$ cat src/rtl/divider.sv
// -----------------------------------------------------------------------------
// divider
//   Unsigned sequential divider using restoring shift-subtract division. It
//   produces one quotient bit per clock, MSB first, so an operation takes
//   exactly N cycles. Results are registered and hold steady until the next
//   operation completes.
//
// Ports
//   clock        in   sole clock, rising edge
//   n_reset      in   asynchronous active-low reset
//   start        in   begin a division; only sampled while ready=1
//   ready        out  1 = idle and accepting start, 0 = division in progress
//   dividend     in   [N-1:0] unsigned numerator, sampled on the accepting edge
//   divisor      in   [N-1:0] unsigned denominator, sampled on the accepting edge
//   quotient     out  [N-1:0] quotient of the last completed division
//   remainder    out  [N-1:0] remainder of the last completed division
//   div_by_zero  out  1 when the last completed division had divisor = 0
// -----------------------------------------------------------------------------
module divider #(
    parameter int N = 4
) (
    input  logic         clock,
    input  logic         n_reset,
    input  logic         start,
    output logic         ready,
    input  logic [N-1:0] dividend,
    input  logic [N-1:0] divisor,
    output logic [N-1:0] quotient,
    output logic [N-1:0] remainder,
    output logic         div_by_zero
);

    localparam int CW = $clog2(N + 1);

    localparam logic ST_IDLE = 1'b0;
    localparam logic ST_BUSY = 1'b1;

    // Working registers
    logic          state_q,   state_d;
    logic [N:0]    prem_q,    prem_d;     // partial remainder
    logic [N-1:0]  qsh_q,     qsh_d;      // quotient shift register
    logic [N-1:0]  dvs_q,     dvs_d;      // latched divisor
    logic [CW-1:0] cnt_q,     cnt_d;      // iterations left

    // Result registers
    logic [N-1:0]  quotient_q,  quotient_d;
    logic [N-1:0]  remainder_q, remainder_d;
    logic          dbz_q,       dbz_d;

    // One iteration of the datapath
    logic [N+1:0]  shifted;
    logic [N+1:0]  trial;
    logic          negative;

    always_comb begin
        // NOTE: every signal written here gets a default first, so no path
        // can leave one unassigned and infer a latch.
        state_d     = state_q;
        prem_d      = prem_q;
        qsh_d       = qsh_q;
        dvs_d       = dvs_q;
        cnt_d       = cnt_q;
        quotient_d  = quotient_q;
        remainder_d = remainder_q;
        dbz_d       = dbz_q;

        // Shift the remainder left, pulling in the next dividend bit from the
        // top of the quotient register. The partial remainder is always below
        // the divisor, so one extra bit is enough to keep the sign honest.
        shifted  = {prem_q, qsh_q[N-1]};
        trial    = shifted - {2'b00, dvs_q};
        negative = trial[N+1];

        case (state_q)
            ST_IDLE: begin
                if (start) begin
                    state_d = ST_BUSY;
                    prem_d  = '0;
                    qsh_d   = dividend;
                    dvs_d   = divisor;
                    cnt_d   = CW'(N);
                end
            end
            default: begin
                // Restore on a negative trial; otherwise keep the difference.
                // A zero divisor never goes negative, which naturally yields
                // an all-ones quotient and remainder equal to the dividend.
                prem_d = negative ? shifted[N:0] : trial[N:0];
                qsh_d  = N'({qsh_q, ~negative});
                cnt_d  = cnt_q - CW'(1);
                if (cnt_q == CW'(1)) begin
                    state_d     = ST_IDLE;
                    quotient_d  = qsh_d;
                    remainder_d = prem_d[N-1:0];
                    dbz_d       = (dvs_q == '0);
                end
            end
        endcase
    end

    // NOTE: sequential state uses non-blocking assignments so every flop
    // samples its _d value from before the edge.
    always_ff @(posedge clock or negedge n_reset) begin
        // NOTE: all registers here are plain flops (no memory arrays), so
        // every one of them is cleared by reset.
        if (!n_reset) begin
            state_q     <= ST_IDLE;
            prem_q      <= '0;
            qsh_q       <= '0;
            dvs_q       <= '0;
            cnt_q       <= '0;
            quotient_q  <= '0;
            remainder_q <= '0;
            dbz_q       <= 1'b0;
        end else begin
            state_q     <= state_d;
            prem_q      <= prem_d;
            qsh_q       <= qsh_d;
            dvs_q       <= dvs_d;
            cnt_q       <= cnt_d;
            quotient_q  <= quotient_d;
            remainder_q <= remainder_d;
            dbz_q       <= dbz_d;
        end
    end

    assign ready       = (state_q == ST_IDLE);
    assign quotient    = quotient_q;
    assign remainder   = remainder_q;
    assign div_by_zero = dbz_q;

endmodule

$ cat config.mk
export PLATFORM = sky130hd
export DESIGN_NAME = divider
export DESIGN_NICKNAME = d
export VERILOG_FILES = /design/src/rtl/divider.sv
export SDC_FILE = /design/constraint.sdc
export NUM_CORES = 1
export LEC_CHECK = 0
export CAP_MARGIN = 20
export CORE_ASPECT_RATIO = 1.5
export CORE_MARGIN = 5
export CORE_UTILIZATION = 55
export DETAILED_ROUTE_END_ITERATION = 16
export GPL_ROUTABILITY_DRIVEN = 0
export PLACE_DENSITY = 0.82
export SYNTH_ARGS = -nofsm -noshare
export SYNTH_HDL_FRONTEND = slang
export SYNTH_SLANG_ARGS = --single-unit
$ cat constraint.sdc
create_clock -name clock -period 5.1 [get_ports clock]
set_input_delay 1.53 -clock clock [delete_from_list [all_inputs] [get_ports clock]]
set_output_delay 1.53 -clock clock [all_outputs]
set_load 0.02 [all_outputs]
# Word-level counts from Yosys, hierarchy flattened
# Index checks and enable logic that the tools add are counted.
totals:
  regBits: 26
  latch_bits: 0
  ram_bits: 0
  rom_bits: 0
  in_bits: 11
  n_memories: 0
classes:
  add_sub_neg: 2
  multipliers: 0
  div: 0
  magnitude_cmp: 0
  eq_ne: 1
  shifts: 0
  muxes: 10
  bitwise_logic: 2
  reduce_logical: 4
ops:
  columns: ["cell", "n"]
  rows:
  - ["$mux W5", 3]
  - ["$mux W4", 2]
  - ["$mux W3", 2]
  - ["$sub A6 B4 Y6", 1]
  - ["$logic_not A4 Y1", 1]
  - ["$reduce_and A2 Y1", 2]
  - ["$eq A3 B1 Y1 const B", 1]
  - ["$mux W1", 3]
  - ["$sub A3 B1 Y3 const B", 1]
  - ["$not A1 Y1", 2]
  - ["$reduce_bool A2 Y1", 1]

# Longest topological paths before layout
# Gate-level depths: netlist of the first run.
depth:
  ltp_word: 3
  depth_mapped: 8
  mapped_depth_nobuf: 8

# Worst setup path after synthesis of the first run
# No wires, ideal clock.
synth_timing:
  path_kind: "reg-to-output"
  startpoint: "register state_q"
  endpoint: "output port ready"
  arrival_time_ns: 1.015
  path_slack_ns: 2.555
  stages_incl_launch_ff: 4
  n_path_buf: 2
  path_cell_list: "dfrtp_1 clkbuf_1 inv_1 clkbuf_1"
synth_via:
  elab_chain_cells: 1
synth_lines:
  columns: ["element", "line_no", "rtl"]
  rows:
  - ["start: declaration", "39", "logic state_q, state_d;"]
  - ["start signal: assignment", "116", "state_q <= state_d;"]
  - ["$not A1 Y1", null, null]
  - ["end: declaration", "25", "output logic ready,"]
# Every way passes these cells.

# Worst setup path in the final report of the first run
# Same ends and word-level chain as after synthesis.

==> results of run 1 <==
[area by class of cell]
type	count	area share [%]
clock inverters	1	1.86
clock buffers	3	1.39
multi-input cells	88	38.5
repair buffers	21	14.1
well taps	23	1.78
inverters	9	2.09
flip-flops and latches	26	40.2
[cells by family (layout without fill, tap and decap cells)]
kind of cell             count (synthesis)  count (layout)  synth area share, %
adder cells (fa/ha/maj)                  7               7                 7.17
XOR/XNOR                                 2               2                 1.32
AND/OR/NAND/NOR                         34              34                 12.7
buffers and inverters                   14              34                 3.96
flip-flops                              26              26                 49.1
multiplexers                            10              10                 8.30
AO/OA/AOI/OAI                           35              35                 17.5
[routing by layer]
| metal | global-route usage, % | up-vias | share of wire [%] |
|---|---|---|---|
| li1 | - | 496 | - |
| met1 | 23.1 | 488 | 39 |
| met2 | 27.8 | 33 | 54 |
| met3 | 3.62 | 6 | 4.5 |
| met4 | 7.87 | 0 | 2.0 |
| met5 | 0 | - | 0 |
[stage by stage]
| stage | instance area, µm² | hold slack, ps | power (mW) | util (%) | setup slack, ps |
|---|---|---|---|---|---|
| floorplan | 1330 | 453 | 0.887 | - | 2560 |
| global placement | 1540 | 466 | 1.06 | 67.2 | 1840 |
| detailed placement | 1560 | 469 | 1.10 | 68.4 | 1780 |
| CTS | 1620 | 500 | 1.24 | 70.7 | 1630 |
| global route | 1620 | 520 | 1.35 | 70.7 | 1450 |
| finish | 1620 | 494 | 1.24 | 70.7 | 1630 |
[registers in the layout (all words and copies together) (netlist names)]
name / flops
state_q: 1
remainder: 4
dvs_q: 4
cnt_q: 3
div_by_zero: 1
prem_q: 5
qsh_q: 4
quotient: 4
[how the worst max path moves through the flow]
stage	start	to	slack (ps)	depth (start not counted)
2_1_floorplan	state_q$_DFF_PN0_	ready	2560	3
3_3_place_gp	start	dvs_q[0]$_DFFE_PN0P_	1840	3
3_5_place_dp	start	dvs_q[0]$_DFFE_PN0P_	1780	3
4_1_cts	state_q$_DFF_PN0_	ready	1630	2
5_1_grt	state_q$_DFF_PN0_	ready	1450	2
6_report	state_q$_DFF_PN0_	ready	1630	2
[cell usage after synthesis (2+ instances only)]
| master | number |
|---|---|
| ha_1 | 6 |
| a21oi_1 | 4 |
| o21ai_1 | 2 |
| nor2_1 | 4 |
| o21a_1 | 2 |
| dfrtp_1 | 26 |
| inv_1 | 9 |
| o22ai_1 | 3 |
| mux2_2 | 4 |
| nand2_1 | 17 |
| o21ai_0 | 13 |
| mux2i_1 | 5 |
| a21o_1 | 2 |
| a32o_1 | 2 |
| clkbuf_1 | 4 |
| nor2b_1 | 3 |
| nor3_1 | 2 |
[where the power goes]
| part | internal [mW] | total (mW) | switching (mW) |
|---|---|---|---|
| Sequential | 0.313 | 0.406 | 0.0924 |
| Clock | 0.0794 | 0.139 | 0.0601 |
| Combinational | 0.333 | 0.691 | 0.358 |
[critical path, delay by kind of cell, from the launching register on]
kind | cells | cell delay, ps
buffers and inverters | 2 | 1030
flip-flops | 1 | 590
==> impl_metrics.json, run 1 <==
{
  "clock_latency_ps": 310,
  "synth_seq_cells": 26,
  "crit_fanout": 19,
  "die_area_mm2": 0.00351,
  "yosysWarnings": 0,
  "setup_violations": 0,
  "fillers": 169,
  "die_w_um": 50.1,
  "mostFrequentLayoutCell": "dfrtp_1",
  "r2r-end": "prem_q[2]$_DFFE_PN0P_",
  "place_inst": 167,
  "antenna_cells": 0,
  "outcome": "finished clean",
  "grt_pass1_wl_um": 4970,
  "synthCells": 128,
  "drcViolationCount": 0,
  "ys_types": 37,
  "cts.htree.levels": 1,
  "core_area_mm2": 0.00229,
  "cts_resized": 0,
  "grt_setup_unrepaired": "no",
  "clock_sink_count": 26,
  "synthFlopType": "dfrtp_1",
  "critPathCaptureType": "primary output",
  "drtIter0Drc": 46,
  "ant_nets": 0,
  "syn-cell-area_mm2": 0.00133,
  "hold_path_depth": 2,
  "clockBufferDepth": 2,
  "yosysTopAreaCellShare_pct": 49.1,
  "crit_chain": "inv_1 > clkdlybuf4s50_1",
  "cts_buffers": 3,
  "ys_seq_area_share_pct": 49.1,
  "finalCriticalPeriod_ps": 3470,
  "fin_setup_tns_ps": 0,
  "rows": 21,
  "clk_pin_slew_ps": 140,
  "crit_path_max_incr_delay_ps": 670,
  "reg2regPathDepth": 6,
  "post_cts_buffers": 0,
  "grt_overflow": 0,
  "syn-num-nets": 146,
  "drive_gt1_share_pct": 8.78,
  "antenna_found_initial": 0,
  "r2r_slack_ps": 2910,
  "leakage_nw": 0.715,
  "multiInputGateArea_um2": 623,
  "ff_latch_area_um2": 651,
  "io_pins": 21,
  "dp_hpwl_um": 2110,
  "hp-start": "remainder[2]$_DFFE_PN0P_",
  "worstPathRequired_ps": 3570,
  "slew_viol_final": 0,
  "final_cell_mix": "dfrtp_1 (26), clkdlybuf4s50_1 (20), nand2_1 (17)",
  "max_cap_viol_count": 0,
  "wire_per_inst_um": 16.3,
  "synthTopCellsByArea": "dfrtp_1 (49%), ha_1 (5.7%), o21ai_0 (4.9%)",
  "viasPerCell": 5.98,
  "finalNetCount": 167,
  "crit_path_start_kind": "flop",
  "root_buffer": "clkbuf_4",
  "cts_tree": "yes",
  "grt_usage_pct": 17.7,
  "arrival_ps": 1940,
  "crit_slowest_cell": "clkdlybuf4s50_1",
  "port_buffers": 20,
  "grt_pass1_vias": 1065,
  "rr_startpoint": "prem_q[0]$_DFFE_PN0P_",
  "instances_no_fill": 171,
  "syn2layout_area_growth_pct": 21.9,
  "vias": 1023,
  "period_share_pct": 68.0,
  "avgSynthCellArea_um2": 10.4,
  "grt_max_degree": 22,
  "synth_edf_count": 0,
  "fmax_mhz": 288,
  "worst_hold_path.endpoint": "remainder[2]$_DFFE_PN0P_",
  "async_flop_share_pct": 100,
  "synth_largest_area_cell": "dfrtp_1",
  "wl_um": 2790,
  "tightestPinTransition_ps": 612,
  "p_per_area_mw_per_mm2": 765,
  "worstSetupPathType": "reg2out",
  "hold_path_class": "reg2reg",
  "start_util_pct": 58.0,
  "die_y_um": 70.1,
  "peakVddDrop_mv": 0.435,
  "drt_pre_antenna_iters": 5,
  "skew_ps": 1.43,
  "max-slew-margin-rel_pct": 59.0,
  "cts_hold_buf": 0,
  "hold_viol": 0
}
Note: power is estimated with default switching activity, not from simulation.
==> inputs of run 2 (changes only) <==
--- a/config.mk
+++ b/config.mk
@@ -8,10 +8,10 @@
 export CAP_MARGIN = 20
 export CORE_ASPECT_RATIO = 1.5
 export CORE_MARGIN = 5
-export CORE_UTILIZATION = 55
+export CORE_UTILIZATION = 52
 export DETAILED_ROUTE_END_ITERATION = 16
 export GPL_ROUTABILITY_DRIVEN = 0
-export PLACE_DENSITY = 0.82
+export PLACE_DENSITY = 0.78
 export SYNTH_ARGS = -nofsm -noshare
 export SYNTH_HDL_FRONTEND = slang
 export SYNTH_SLANG_ARGS = --single-unit
==> constraint.sdc (replaced) <==
create_clock -name clock -period 3.6 [get_ports clock]
set_input_delay 1.08 -clock clock [delete_from_list [all_inputs] [get_ports clock]]
set_output_delay 1.08 -clock clock [all_outputs]
set_load 0.02 [all_outputs]
==> impl_metrics.json, run 2 (synthesis gave the netlist of run 1 again) <==
{
  "critPathBufInv": 2,
  "place_inst": 169,
  "drive_gt1_share_pct": 9.40,
  "fin_setup_tns_ps": 0,
  "antenna_found_initial": 0,
  "crit_path_max_incr_delay_ps": 680,
  "crit_path_start_kind": "flop",
  "vias": 999,
  "regMostFlops": "prem_q",
  "max_cap_viol_count": 0,
  "drt_pre_antenna_iters": 4,
  "cts_buffers": 3,
  "tightestPinTransition_ps": 577,
  "wl_um": 2660,
  "root_buffer": "clkbuf_4",
  "crit_slowest_cell": "clkdlybuf4s50_1",
  "worstSetupPathType": "reg2out",
  "period_share_pct": 84.6,
  "cts_resized": 0,
  "outcome": "finished clean",
  "core_area_mm2": 0.00245,
  "antenna_cells": 0,
  "final_cell_mix": "dfrtp_1 (26), clkdlybuf4s50_1 (20), nand2_1 (17)",
  "cp_top_family": "buffers and inverters",
  "clock_sink_count": 26,
  "ant_nets": 0,
  "die_w_um": 51.2,
  "finalCriticalPeriod_ps": 3050,
  "crit_chain": "inv_1 > clkdlybuf4s50_1",
  "cts_hold_buf": 0,
  "io_pins": 21,
  "grt_overflow": 0,
  "grt_usage_pct": 16.4,
  "postPlaceCellArea_mm2": 0.00155,
  "final_util_pct": 65.5,
  "die_y_um": 71.9,
  "cts_tree": "yes",
  "rows": 22,
  "fmax_mhz": 328,
  "timing.hold.ws_ps": 496,
  "peakVddDrop_mv": 0.611,
  "place_ws_ps": 956,
  "setup_violations": 0,
  "hold_path_class": "reg2reg",
  "wire_per_inst_um": 15.4,
  "clk_pin_slew_ps": 150,
  "cts.htree.levels": 1,
  "start_util_pct": 54.1,
  "grt_setup_unrepaired": "no",
  "port_buffers": 20,
  "post_cts_buffers": 0,
  "setup_ws_ps": 553,
  "clockBufferDepth": 2,
  "drcViolationCount": 0,
  "instances_no_fill": 173,
  "grt_pass1_vias": 1044,
  "clock_latency_ps": 330,
  "arrival_ps": 1970,
  "dp_hpwl_um": 2020,
  "grt_max_degree": 27,
  "max-slew-margin-rel_pct": 61.4,
  "mostFrequentLayoutCell": "dfrtp_1",
  "p_per_area_mw_per_mm2": 1080,
  "drtIter0Drc": 17,
  "viasPerCell": 5.77,
  "power_mw": 1.74,
  "leakage_nw": 0.712,
  "hold_viol": 0,
  "syn2layout_area_growth_pct": 21.0,
  "finalNetCount": 168,
  "worstPathRequired_ps": 2520,
  "skew_ps": 5.60,
  "die_area_mm2": 0.00368,
  "critPathCaptureType": "primary output",
  "slew_viol_final": 0,
  "largest_reg_flops": 5,
  "crit_fanout": 19,
  "design_area_mm2": 0.00161,
  "grt_pass1_wl_um": 4660
}
==> run 2: cell types whose count changed in the layout (fill, tap and decap cells not counted), sizes merged <==
cell and change:
buf +1
==> run 2: final timing paths <==
path,start,endpoint,slack (ps),depth (start not counted)
setup / recovery,state_q$_DFF_PN0_,ready,550,2
hold / removal,remainder[2]$_DFFE_PN0P_,remainder[2]$_DFFE_PN0P_,500,2
setup reg to reg,prem_q[0]$_DFFE_PN0P_,prem_q[0]$_DFFE_PN0P_,1500,6
hold reg to reg,remainder[2]$_DFFE_PN0P_,remainder[2]$_DFFE_PN0P_,500,2
max in group asynchronous,n_reset,prem_q[4]$_DFFE_PN0P_,2260,2
min in group asynchronous,n_reset,qsh_q[2]$_DFFE_PN0P_,1100,2
==> run 2: cell type report <==
class                      instances  area, µm²
inverter                           9       33.8
timing repair buffer              22        215
multi-input combinational         88        623
fill                             204        845
clock buffer                       3       22.5
sequential                        26        651
tap                               24       30.0
clock inverter                     1       30.0
==> run 2: report_power, final <==
part	internal, mW	switching [mW]
registers	0.444	0.132
logic	0.469	0.488
clock network	0.113	0.0918
total	1.03	0.712
==> run 2: routing by layer <==
metal	vias up	part of all wire (%)	wire length [µm]	GRT usage [%]
met3	4	4.6	121	2.91
met4	0	1.2	31	6.41
met5	-	0	0	0
met1	474	41	1080	19.3
li1	497	-	-	-
met2	24	53	1420	29.0
==> run 2: worst reg2reg max path, delay by kind of cell (launching register included) <==
| kind | cells | cell delay [ps] |
|---|---|---|
| AO/OA/AOI/OAI | 3 | 770 |
| adder cells (fa/ha/maj) | 1 | 300 |
| flip-flops | 1 | 470 |
| multiplexers | 1 | 330 |
| AND/OR/NAND/NOR | 1 | 160 |
==> inputs of run 3 (changes only) <==
--- a/config.mk
+++ b/config.mk
@@ -8,10 +8,10 @@
 export CAP_MARGIN = 20
 export CORE_ASPECT_RATIO = 1.5
 export CORE_MARGIN = 5
-export CORE_UTILIZATION = 52
+export CORE_UTILIZATION = 47
 export DETAILED_ROUTE_END_ITERATION = 16
 export GPL_ROUTABILITY_DRIVEN = 0
-export PLACE_DENSITY = 0.78
+export PLACE_DENSITY = 0.74
 export SYNTH_ARGS = -nofsm -noshare
 export SYNTH_HDL_FRONTEND = slang
 export SYNTH_SLANG_ARGS = --single-unit
==> constraint.sdc (replaced) <==
create_clock -name clock -period 2.75 [get_ports clock]
set_input_delay 0.825 -clock clock [delete_from_list [all_inputs] [get_ports clock]]
set_output_delay 0.825 -clock clock [all_outputs]
set_load 0.02 [all_outputs]
==> impl_metrics.json, run 3 (synthesis gave the netlist of run 1 again) <==
{
  "worstSetupPathType": "reg2out",
  "place_ws_ps": 618,
  "setup_violations": 0,
  "antenna_cells": 0,
  "die_y_um": 75.1,
  "final_cell_mix": "dfrtp_1 (26), clkdlybuf4s50_1 (20), nand2_1 (17)",
  "grt_pass1_wl_um": 4840,
  "critPathCaptureType": "primary output",
  "crit_fanout": 2,
  "grt_max_degree": 27,
  "arrival_ps": 1340,
  "largest_reg_flops": 5,
  "slew_viol_final": 0,
  "port_buffers": 20,
  "clock_latency_ps": 270,
  "grt_usage_pct": 15.9,
  "p_per_area_mw_per_mm2": 1420,
  "vias": 1012,
  "start_util_pct": 49.0,
  "syn2layout_area_growth_pct": 25.4,
  "drive_gt1_share_pct": 11.2,
  "die_w_um": 53.4,
  "crit_path_start_kind": "flop",
  "fin_setup_tns_ps": 0,
  "dp_hpwl_um": 2040,
  "cts_hold_buf": 0,
  "cts_tree": "yes",
  "core_area_mm2": 0.00271,
  "finalCriticalPeriod_ps": 2170,
  "ant_nets": 0,
  "hold_path_class": "reg2reg",
  "drt_pre_antenna_iters": 4,
  "rows": 23,
  "io_pins": 21,
  "drcViolationCount": 0,
  "fmax_mhz": 461,
  "max-slew-margin-rel_pct": 59.2,
  "post_cts_buffers": 0,
  "grt_pass1_vias": 1082,
  "worstPathRequired_ps": 1930,
  "wl_um": 2680,
  "cts_buffers": 3,
  "design_area_mm2": 0.00166,
  "skew_ps": 9.48,
  "clock_sink_count": 26,
  "grt_overflow": 0,
  "mostFrequentLayoutCell": "dfrtp_1",
  "period_share_pct": 78.9,
  "clk_pin_slew_ps": 90,
  "cts_resized": 0,
  "tightestPinTransition_ps": 610,
  "power_mw": 2.36,
  "max_cap_viol_count": 0,
  "hold_viol": 0,
  "root_buffer": "clkbuf_8",
  "finalNetCount": 171,
  "peakVddDrop_mv": 0.748,
  "die_area_mm2": 0.00401,
  "regMostFlops": "prem_q",
  "viasPerCell": 5.35,
  "antenna_found_initial": 0,
  "outcome": "finished clean",
  "grt_setup_unrepaired": "no",
  "clockBufferDepth": 2,
  "postPlaceCellArea_mm2": 0.00159,
  "setup_ws_ps": 581,
  "cts.htree.levels": 1,
  "drtIter0Drc": 16,
  "wire_per_inst_um": 14.2,
  "leakage_nw": 0.735
}
## run 3: cell types whose count changed in the layout (fill, tap and decap cells not counted), sizes merged
cell	previous run	this run
buf	2	5
## run 3: path summary, 6_finish.rpt
| check | from | end | slack (ps) | cells past startpoint |
|---|---|---|---|---|
| setup reg to reg | prem_q[0]$_DFFE_PN0P_ | remainder[1]$_DFFE_PN0P_ | 610 | 6 |
| max in group asynchronous | n_reset | remainder[3]$_DFFE_PN0P_ | 1580 | 2 |
| setup / recovery | state_q$_DFF_PN0_ | ready | 580 | 2 |
| hold reg to reg | remainder[1]$_DFFE_PN0P_ | remainder[1]$_DFFE_PN0P_ | 490 | 2 |
| min in group asynchronous | n_reset | div_by_zero$_DFFE_PN0P_ | 910 | 2 |
| hold / removal | remainder[1]$_DFFE_PN0P_ | remainder[1]$_DFFE_PN0P_ | 490 | 2 |
## run 3: area by class of cell
type / instances / area, µm²
Multi-Input combinational cell: 88 / 623
Timing Repair Buffer: 25 / 238
Fill cell: 254 / 1040
Clock inverter: 1 / 30.0
Inverter: 9 / 33.8
Tap cell: 37 / 46.3
Sequential cell: 26 / 651
Clock buffer: 3 / 41.3
## run 3: per-layer routing
layer / wire length (µm) / track usage (%) / vias to the layer above
met3: 111 / 3.76 / 2
met4: 11 / 3.13 / 0
met1: 1180 / 19.9 / 486
met5: 0 / 0 / -
met2: 1370 / 27.7 / 22
li1: - / - / 502
## run 3: worst max-delay path, cell delays in order, from the launching register on
cell,delay (ps)
dfrtp_1,390
inv_1,80
clkdlybuf4s50_1,600
## run 3: per-stage QoR
stage                     util [%]  hold slack (ps)  instances
final                         61.5              493        189
after global routing          61.5              522        189
after CTS                     61.5              500        189
after detailed placement      58.8              478        185
after global placement        58.8              468        185
after floorplan                  -              453        128
## run 3: report_power, final
group | total, mW | leakage [nW] | switching [mW] | internal (mW)
Combinational | 1.32 | 0.387 | 0.682 | 0.636
Clock | 0.316 | 0.0357 | 0.121 | 0.195
Sequential | 0.722 | 0.312 | 0.139 | 0.583
Total | 2.36 | 0.735 | 0.942 | 1.41
